===== config.mk =====
export PLATFORM = sky130hd
export DESIGN_NAME = mem_port_arbiter
export DESIGN_NICKNAME = d
export VERILOG_FILES = /design/src/rtl/mem_port_arbiter.sv
export SDC_FILE = /design/constraint.sdc
export NUM_CORES = 1
export LEC_CHECK = 0
export CAP_MARGIN = 20
export CORE_MARGIN = 2
export CORE_UTILIZATION = 49
export DETAILED_ROUTE_END_ITERATION = 16
export DONT_BUFFER_PORTS = 1
export GPL_ROUTABILITY_DRIVEN = 0
export PLACE_DENSITY = 0.67
export SKIP_CTS_REPAIR_TIMING = 1
export SLEW_MARGIN = 20
export SYNTH_ARGS = -nofsm -noshare
export SYNTH_HDL_FRONTEND = slang
export SYNTH_SLANG_ARGS = --single-unit
export TNS_END_PERCENT = 10

===== constraint.sdc =====
create_clock -name clk -period 2.37 [get_ports clk]
set_input_delay 0.474 -clock clk [delete_from_list [all_inputs] [get_ports clk]]
set_output_delay 0.474 -clock clk [all_outputs]
set_load 0.01 [all_outputs]

===== src/rtl/mem_port_arbiter.sv =====
// Shares one single-port memory between fetch (read-only) and the load/store stage.
// Round-robin on contention, registered memory port, one-cycle acks, sticky timeout.
module mem_port_arbiter #(
  parameter int AW      = 32,
  parameter int DW      = 32,
  parameter int TIMEOUT = 64
) (
  input  logic          clk,
  input  logic          rst,
  input  logic          if_req,
  input  logic [AW-1:0] if_addr,
  output logic [DW-1:0] if_rdata,
  output logic          if_ack,
  input  logic          d_req,
  input  logic          d_we,
  input  logic [AW-1:0] d_addr,
  input  logic [DW-1:0] d_wdata,
  output logic [DW-1:0] d_rdata,
  output logic          d_ack,
  output logic          mem_req,
  output logic          mem_we,
  output logic [AW-1:0] mem_addr,
  output logic [DW-1:0] mem_wdata,
  input  logic [DW-1:0] mem_rdata,
  input  logic          mem_ack,
  output logic          stall_if,
  output logic          stall_mem,
  output logic          timeout_err
);
  typedef enum logic [1:0] {IDLE, GNT_IF, GNT_D, RESP} state_t;

  localparam int CW = (TIMEOUT > 1) ? $clog2(TIMEOUT) : 1;
  localparam logic [CW-1:0] CNT_LAST = CW'(TIMEOUT - 1);

  state_t        state_q, state_d;
  logic          last_d_q, last_d_d;  // 1 = data stage won the previous grant
  logic [CW-1:0] cnt_q, cnt_d;
  logic          mem_req_q, mem_req_d;
  logic          mem_we_q, mem_we_d;
  logic [AW-1:0] mem_addr_q, mem_addr_d;
  logic [DW-1:0] mem_wdata_q, mem_wdata_d;
  logic          if_ack_q, if_ack_d;
  logic          d_ack_q, d_ack_d;
  logic [DW-1:0] if_rdata_q, if_rdata_d;
  logic [DW-1:0] d_rdata_q, d_rdata_d;
  logic          timeout_err_q, timeout_err_d;
  logic          timed_out;

  assign timed_out = (TIMEOUT > 0) && (cnt_q == CNT_LAST);

  always_comb begin
    state_d       = state_q;
    last_d_d      = last_d_q;
    cnt_d         = cnt_q;
    mem_req_d     = mem_req_q;
    mem_we_d      = mem_we_q;
    mem_addr_d    = mem_addr_q;
    mem_wdata_d   = mem_wdata_q;
    if_ack_d      = 1'b0;
    d_ack_d       = 1'b0;
    if_rdata_d    = if_rdata_q;
    d_rdata_d     = d_rdata_q;
    timeout_err_d = timeout_err_q;
    case (state_q)
      IDLE: begin
        if (d_req && (!if_req || !last_d_q)) begin
          state_d     = GNT_D;
          last_d_d    = 1'b1;
          cnt_d       = '0;
          mem_req_d   = 1'b1;
          mem_we_d    = d_we;
          mem_addr_d  = d_addr;
          mem_wdata_d = d_wdata;
        end else if (if_req) begin
          state_d     = GNT_IF;
          last_d_d    = 1'b0;
          cnt_d       = '0;
          mem_req_d   = 1'b1;
          mem_we_d    = 1'b0;
          mem_addr_d  = if_addr;
          mem_wdata_d = '0;
        end
      end
      GNT_IF, GNT_D: begin
        if (mem_ack || timed_out) begin
          // A timeout completes the transaction anyway so the requester never hangs.
          state_d   = RESP;
          mem_req_d = 1'b0;
          if (state_q == GNT_IF) begin
            if_ack_d   = 1'b1;
            if_rdata_d = mem_ack ? mem_rdata : '0;
          end else begin
            d_ack_d   = 1'b1;
            d_rdata_d = mem_ack ? mem_rdata : '0;
          end
          if (!mem_ack) timeout_err_d = 1'b1;
        end else begin
          cnt_d = cnt_q + CW'(1);
        end
      end
      default: state_d = IDLE;
    endcase
  end

  always_ff @(posedge clk) begin
    if (rst) begin
      state_q       <= IDLE;
      last_d_q      <= 1'b0;
      cnt_q         <= '0;
      mem_req_q     <= 1'b0;
      mem_we_q      <= 1'b0;
      mem_addr_q    <= '0;
      mem_wdata_q   <= '0;
      if_ack_q      <= 1'b0;
      d_ack_q       <= 1'b0;
      if_rdata_q    <= '0;
      d_rdata_q     <= '0;
      timeout_err_q <= 1'b0;
    end else begin
      state_q       <= state_d;
      last_d_q      <= last_d_d;
      cnt_q         <= cnt_d;
      mem_req_q     <= mem_req_d;
      mem_we_q      <= mem_we_d;
      mem_addr_q    <= mem_addr_d;
      mem_wdata_q   <= mem_wdata_d;
      if_ack_q      <= if_ack_d;
      d_ack_q       <= d_ack_d;
      if_rdata_q    <= if_rdata_d;
      d_rdata_q     <= d_rdata_d;
      timeout_err_q <= timeout_err_d;
    end
  end

  assign mem_req     = mem_req_q;
  assign mem_we      = mem_we_q;
  assign mem_addr    = mem_addr_q;
  assign mem_wdata   = mem_wdata_q;
  assign if_ack      = if_ack_q;
  assign d_ack       = d_ack_q;
  assign if_rdata    = if_rdata_q;
  assign d_rdata     = d_rdata_q;
  assign timeout_err = timeout_err_q;
  assign stall_if    = if_req & ~if_ack_q;
  assign stall_mem   = d_req & ~d_ack_q;
endmodule


==> results of run 1 <==
layer usage:
layer	share of wire (%)	track usage, %
met1	38	22.1
met5	0	0
met2	49	34.2
met3	10	7.11
met4	2.5	9.21
per-stage QoR:
stage | utilization (%) | instances | instance area [µm²]
2_1_floorplan | - | 631 | 6120
3_3_place_gp | 50.0 | 750 | 6060
3_5_place_dp | 50.2 | 751 | 6080
4_1_cts | 54.6 | 783 | 6610
5_1_grt | 54.6 | 783 | 6610
6_report | 54.6 | 783 | 6610
state kept, by name, indices dropped and copies added, names as in the netlist:
signal       cells
mem_we           1
d_rdata         32
if_ack           1
mem_wdata       32
timeout_err      1
state_q          2
d_ack            1
last_d_q         1
if_rdata        32
mem_req          1
cnt_q            6
mem_addr        32
worst register-to-register path: cells and delay by family (launching register included):
kind	cells	cell delay (ns)
adder cells (fa/ha/maj)	1	0.34
AO/OA/AOI/OAI	1	0.19
flip-flops	1	0.38
AND/OR/NAND/NOR	2	0.26
multiplexers	1	0.27
buffers and inverters	3	0.66
layout make-up:
cell class                      instances  area share (%)
Inverter                                3           0.170
Clock buffer                           26            7.40
Timing Repair Buffer                    8            1.59
Sequential cell                       142            43.0
Multi-Input combinational cell        430            44.1
Tap cell                              168            3.18
Clock inverter                          6           0.530
cell usage after synthesis (all sizes together), types with 9 or more instances:
cell	instances
a211oi	32
and2	34
nor2	104
o21ai	9
a22oi	33
a21oi	40
nand4	33
clkbuf	27
nand2	39
dfxtp	142
buf	29
mux2i	66
final timing paths:
check	end	cells past startpoint	slack (ns)	startpoint
worst min register to register	state_q[1]	2	0.50	state_q[1]
worst max-delay path	d_rdata[7]	8	0.16	state_q[0]
worst max register to register	d_rdata[7]	8	0.16	state_q[0]
worst min-delay path	if_rdata[8]	1	0.14	rst
power by group:
part	internal (W)	total, W	leakage (nW)	switching (W)
registers	0.00285	0.00341	1.16	0.000561
logic	0.000805	0.00195	0.918	0.00115
clock network	0.00141	0.00234	0.254	0.000922
total	0.00507	0.00770	2.33	0.00263
kinds of logic after synthesis:
family | count (synthesis)
flops | 142
mux | 66
buf+inv | 59
compound gates | 126
fa+ha+maj | 4
simple gates | 234
cell usage in the layout, fill, tap and decap left out, types with 3 or more instances in the layout:
cell,netlist,layout
clkinv_2,0,4
nand4_1,33,33
and2_1,33,33
a22oi_2,29,29
inv_1,3,3
nor3_1,3,3
clkbuf_16,0,17
nand2_1,39,39
a21oi_1,40,40
ha_1,4,4
nor2b_1,5,5
o21ai_0,7,7
nor2_2,29,29
clkbuf_1,27,6
clkbuf_8,0,3
mux2i_1,66,66
buf_4,0,5
a211oi_1,32,32
dfxtp_1,142,142
nor2_1,75,75
nand3_1,4,4
a22oi_1,4,4
==> out/summary.md, run 1 <==
The count of buffers inserted at the top-level ports came out at 0. Worst min-delay path category: input port to flip-flop. The clock arrives with 0.00665 ns of skew. In the final timing run, aggregate negative setup slack is 0 ns.

The area enclosed by the die boundary came out at 13400 µm². The final hold violation count was 0; the via count was 4474. The layout filler cell count is 1124, and the total overflow reported by the global router is 0. The tools report the clock latency of the later-clocked register in the worst-skew pair as 0.40 ns.

Summing the areas of all compound-gate instances in the mapped netlist gives 16.2% of the synthesized area. For the worst setup path, the data arrival time is 2.50 ns. Once the floorplan was initialized, standard cells occupied 50.5% of the core.

By area, the combinational part of the netlist is dominated by simple AND/OR/NAND/NOR gates. The tools report the multi-input gate area in the final layout as 2920 µm². Yosys printed 0 warnings. STA puts the critical path data required time at 2.66 ns. CTS saw 142 sinks. In the synthesized netlist, the number of instances is 631.

The largest total area in the synthesized netlist belongs to dfxtp_1. Dominant register cell in the synthesized netlist: dfxtp_1. After floorplanning, the core was sized to cover 12100 µm². The average wire per cell in the routed design works out to 17.7 µm. The root buffer cell chosen for the clock tree is clkbuf_16. The run finished with clean final reports. Entering global routing, the biggest net connects 144 pins. Area share of the largest cell type after synthesis: 46.4%.

The net count of the finished layout is 740. The number of antenna violations at the first check in global routing was 0. Counting flops with a built-in enable in the synthesized netlist gives 0. In the routed layout, each cell is associated on average with a via count of 5.71. In the post-route analysis, the smallest setup slack over all paths is 0.157 ns. The worst setup path is launched from a flip-flop.

The synthesized netlist devotes 0% of its cell area to XOR and XNOR gates. After synthesis the cells add up to 6120 µm². The mean instance size in the synthesized netlist was 9.70 µm².

Across every metal layer, demand over resource in global routing totals 19.9%. In this run the count of I/O pins placed on the die edge is 269. The total inserted antenna cells is 0, and the buffers plus inverters on the worst setup path is 3. Summing the areas of all and, or, nand and nor instances in the mapped netlist gives 19.4% of the synthesized area.

For the pin with the worst max-slew slack, the measured transition is 0.666 ns. The number of clock buffers added by TritonCTS is 17. VDD sags by at most 0.436 mV. For the relative slew slack, the log shows 55.6%. Number of synthesized register bits: 142.

The global-route wire length before repair was 21100 µm. Summed over all nets, the half-perimeter wirelength after detailed placement is 9830 µm. TritonCTS built the clock tree. The logs give 0 for the number of max-slew violations in the final report and 40 for the cell row count. The static leakage came out at 2.33 nW.

Setup repair after global routing left no endpoint under its margin. The sequential cell area came out at 2840 µm². Before CTS, the worst setup slack after placement is 0.189 ns. The total length of routed wires is 13900 µm. Worst setup path category: flip-flop to flip-flop.

For the total power draw, the log shows 0.00770 W. Via count of the first global-routing pass: 4217. STA classifies the critical path endpoint as a flip-flop. For the final worst hold slack, the log shows 0.144 ns.

Measured along the y axis, the die boundary spans 116 µm. Setup violations remaining at the end of the flow were counted as 0. Across the run, the number of max-cap violations was 0.

The signal on the critical path passes through inv_1 -> ha_1 -> buf_4 -> nand4b_1 -> o22ai_4 -> buf_12 -> mux2i_1 -> nor2_1. Along the worst path, the maximum fanout reaches 32. The clock-pin transition on the worst setup and hold timing paths was 0.06 ns; the maximum buffer depth of the clock tree was 2. For the highest attainable clock frequency, the log shows 452 MHz.

In this design, the stage delay of the slowest critical-path cell is 0.38 ns. For this design, the slowest cell found on the critical path is dfxtp_1. The first TritonRoute pass finished after 5 iterations. After Yosys synthesis, full adders, half adders and majority gates account for 0.817% of the synthesized area. The netlist uses 45 different library cells. The final worst-path cycle share is 93.4%. The share of synthesized registers carrying an async set or reset came out at 0%. The ratio of cells with drive above 1 in the final layout was 16.6%.

The number of DRC markers after the initial detailed-route iteration came out at 337. In this design, the largest share of critical-path delay is due to buffers and inverters. After synthesis, the share of cell area in mux cells is 10.8%.

The routed design could run at a clock period as short as 2.21 ns. The post-route DRC violation count came out at 0. Measured along the x axis, the die boundary spans 116 µm. The H-tree was split into 4 levels. Once detail routing completed, the nets flagged for antenna violations numbered 0. In this run the power density over the cells is 1170 nW/µm². For this run, the register share of the synthesized area comes to 46.4%.

The area added between synthesis and finish works out to 7.95%. By area the synthesized netlist is led by dfxtp_1 46%, mux2i_1 11%, a22oi_2 5.9%. The synthesized net count came out at 769.
Note: power is estimated with default switching activity, not from simulation.
==> run 2: changes to the inputs <==
--- a/config.mk
+++ b/config.mk
@@ -6,12 +6,12 @@
 export NUM_CORES = 1
 export LEC_CHECK = 0
 export CAP_MARGIN = 20
-export CORE_MARGIN = 2
-export CORE_UTILIZATION = 49
+export CORE_AREA = 2 2 105 107
 export DETAILED_ROUTE_END_ITERATION = 16
+export DIE_AREA = 0 0 107 109
 export DONT_BUFFER_PORTS = 1
 export GPL_ROUTABILITY_DRIVEN = 0
-export PLACE_DENSITY = 0.67
+export PLACE_DENSITY = 0.77
 export SKIP_CTS_REPAIR_TIMING = 1
 export SLEW_MARGIN = 20
 export SYNTH_ARGS = -nofsm -noshare
==> run 2 against run 1 <==
  * Combinational power fell by 2%
  * Die area fell by 13%
  * Hold slack got worse by 0.11 ns
  * Power rose by 4.3%
  * Sequential power barely moved
  * Clock power rose by 16%
  * Cell count fell by 3.7%
  * Setup slack improved by 0.18 ns
  * Non-clock buffer count rose by 1
  * Clock skew rose by 0.0028 ns
  * Routed wire length rose by 0.19%
  * Critical endpoint is now d_rdata[10]
  * Largest cell class unchanged
==> out/summary.md, run 2 (synthesis gave the netlist of run 1 again) <==
The number of placed instances, taps included, is 724. For the number of max-slew violations in the final report, the log shows 0. During I/O placement, the number of pins put on the boundary was 269. The number of antenna violations at the first check in global routing was 0; the post-route cell area was 6630 µm². The post-route DRC violation count was 0. For the worst-skew pair, the clock arrives at the later sink with an insertion delay of 0.51 ns. For the highest attainable clock frequency, the log shows 492 MHz. Once placement finished, the instance area stood at 6020 µm². Row generation in the floorplan step produced 38 rows.

The maximum buffer depth of the clock tree was 2. Final worst-path cycle share: 85.7%. The library cell used most frequently in the layout, excluding fill and tap cells, is dfxtp_1. The library cells used most frequently in the layout, excluding fill and tap cells, are 142 x dfxtp_1, 75 x nor2_1, 66 x mux2i_1, 40 x a21oi_1, 39 x nand2_1. The total length of routed wires is 13900 µm, and the number of sinks handled by clock tree synthesis is 142.

VDD sags by at most 0.590 mV. The average wire per cell in the routed design was 18.5 µm; the half-perimeter wire length after detailed placement was 9760 µm. Number of stages on the worst hold path: 1.

The run gives 20900 µm as the global-route wire length before repair. Setup repair after global routing left no endpoint under its margin. The tools report the number of H-tree levels as 4. Across the run, the number of max-cap violations was 0.

The ratio of cells with drive above 1 in the final layout was 17.3%; the static leakage was 2.37 nW. After the first detailed-routing iteration, the DRC count stood at 313. Count of non-filler cells in the finished layout: 754. Once the floorplan was initialized, standard cells occupied 57.7% of the core. Aggregate global-route resource usage: 22.9%.

The total overflow left after global routing is 0. For the finished layout, the period the worst path requires is 2.03 ns. Worst min-delay path category: input port to flip-flop.

Counting cells, the worst reg-to-reg path comes to 7. Worst setup path category: flip-flop to flip-flop. In the final design database the tool counted 741 nets. The final hold violation count is 0, and the final worst hold slack is 0.0344 ns. Source of the worst register-to-register timing path: state_q[0]. The via count of the first global-routing pass was 4124. The worst register-to-register path ends at d_rdata[10].

The via count was 4528. The count of buffers inserted at the top-level ports works out to 0. The worst reg-to-reg setup slack was 0.34 ns; the horizontal die dimension was 107 µm. The ratio of routed vias to standard cells is 6.01. TritonCTS created 17 clock buffers. The final-report setup violation count is 0, and the number of nets still failing antenna checks after routing is 0. The final core area utilization was 62.5%; the slew at the pin with the worst max-slew slack was 0.563 ns. The worst hold path terminates at mem_addr[19].

The flow ran to the end, and the final reports show no timing, DRC or antenna violations. Counting the fill cells in the layout gives 888. TritonCTS built the clock tree. The floorplan step set the die height to 109 µm.

For the worst setup path, the data required time is 2.77 ns. The core outline area came out at 10600 µm². After clock tree synthesis, the clock-pin slew on the worst setup and hold paths is 0.06 ns. The die covers 11700 µm². The tools report the master cell of the clock root buffer as clkbuf_8. The accumulated negative setup slack came out at 0 ns. 0 antenna diodes ended up in the layout.

The worst clock skew was 0.00945 ns; the relative slew slack was 62.5%. Along the worst path, the maximum fanout reaches 22. The number of optimization iterations in the first detailed-route pass came out at 5. STA classifies the critical path endpoint as a flip-flop. Relative to the synthesized area, the layout overhead comes to 8.30%. Entering global routing, the biggest net connects 144 pins. The startpoint type of the worst setup path is a flip-flop. The run gives 2.43 ns as the critical path arrival. In this run the most critical hold path is launched from rst. For this design the ratio of total power to cell area is 1210 nW/µm².
[run 2: cell count changes in the layout (fill, tap and decap cells not counted), sizes merged]
cell / previous run / this run
buf: 8 / 9
bufinv: 0 / 4
clkbuf: 26 / 19
clkinv: 4 / 5
clkinvlp: 2 / 1
inv: 3 / 4
[run 2: per-stage QoR]
stage / setup slack, ns / total power (W)
6_report: 0.338 / 0.00803
5_1_grt: 0.209 / 0.00846
4_1_cts: 0.338 / 0.00809
3_5_place_dp: 0.355 / 0.00537
3_3_place_gp: 0.486 / 0.00526
2_1_floorplan: 0.616 / 0.00515
[run 2: power breakdown]
part	total [W]	switching [W]	internal (W)
logic	0.00191	0.00115	0.000762
clock network	0.00271	0.000964	0.00175
registers	0.00341	0.000559	0.00285
total	0.00803	0.00267	0.00536
[run 2: worst max path at each step]
stage	depth (start not counted)	from	end	slack (ns)
3_3_place_gp	7	state_q[0]	d_rdata[5]	0.49
3_5_place_dp	7	state_q[1]	d_rdata[10]	0.36
5_1_grt	7	state_q[0]	d_rdata[10]	0.21
2_1_floorplan	8	state_q[0]	d_rdata[30]	0.62
6_report	7	state_q[0]	d_rdata[10]	0.34
4_1_cts	7	state_q[1]	d_rdata[10]	0.34
[run 2: critical path: stages (launching register included)]
cell and delay [ns]:
dfxtp_1 0.38, inv_1 0.06, ha_1 0.39, nand4b_1 0.19, o22ai_4 0.17, buf_4 0.39
mux2i_1 0.28, nor2_1 0.06
[run 2: routing by layer]
layer / wire [µm] / global-route usage, % / vias to the layer above / share of wire, %
li1: - / - / 2171 / -
met1: 5090 / 25.4 / 2096 / 37
met2: 7050 / 39.3 / 243 / 51
met3: 1520 / 9.26 / 18 / 11
met4: 253 / 9.28 / 0 / 1.8
met5: 0 / 0 / - / 0
[run 2: cell type report]
| class | instances | area (µm²) | share of cell area, % |
|---|---|---|---|
| repair buffers | 9 | 80.1 | 1.21 |
| clock inverters | 11 | 165 | 2.49 |
| flip-flops and latches | 142 | 2840 | 42.9 |
| inverters | 3 | 11.3 | 0.170 |
| well taps | 140 | 175 | 2.64 |
| clock buffers | 19 | 442 | 6.66 |
| multi-input cells | 430 | 2910 | 44.0 |
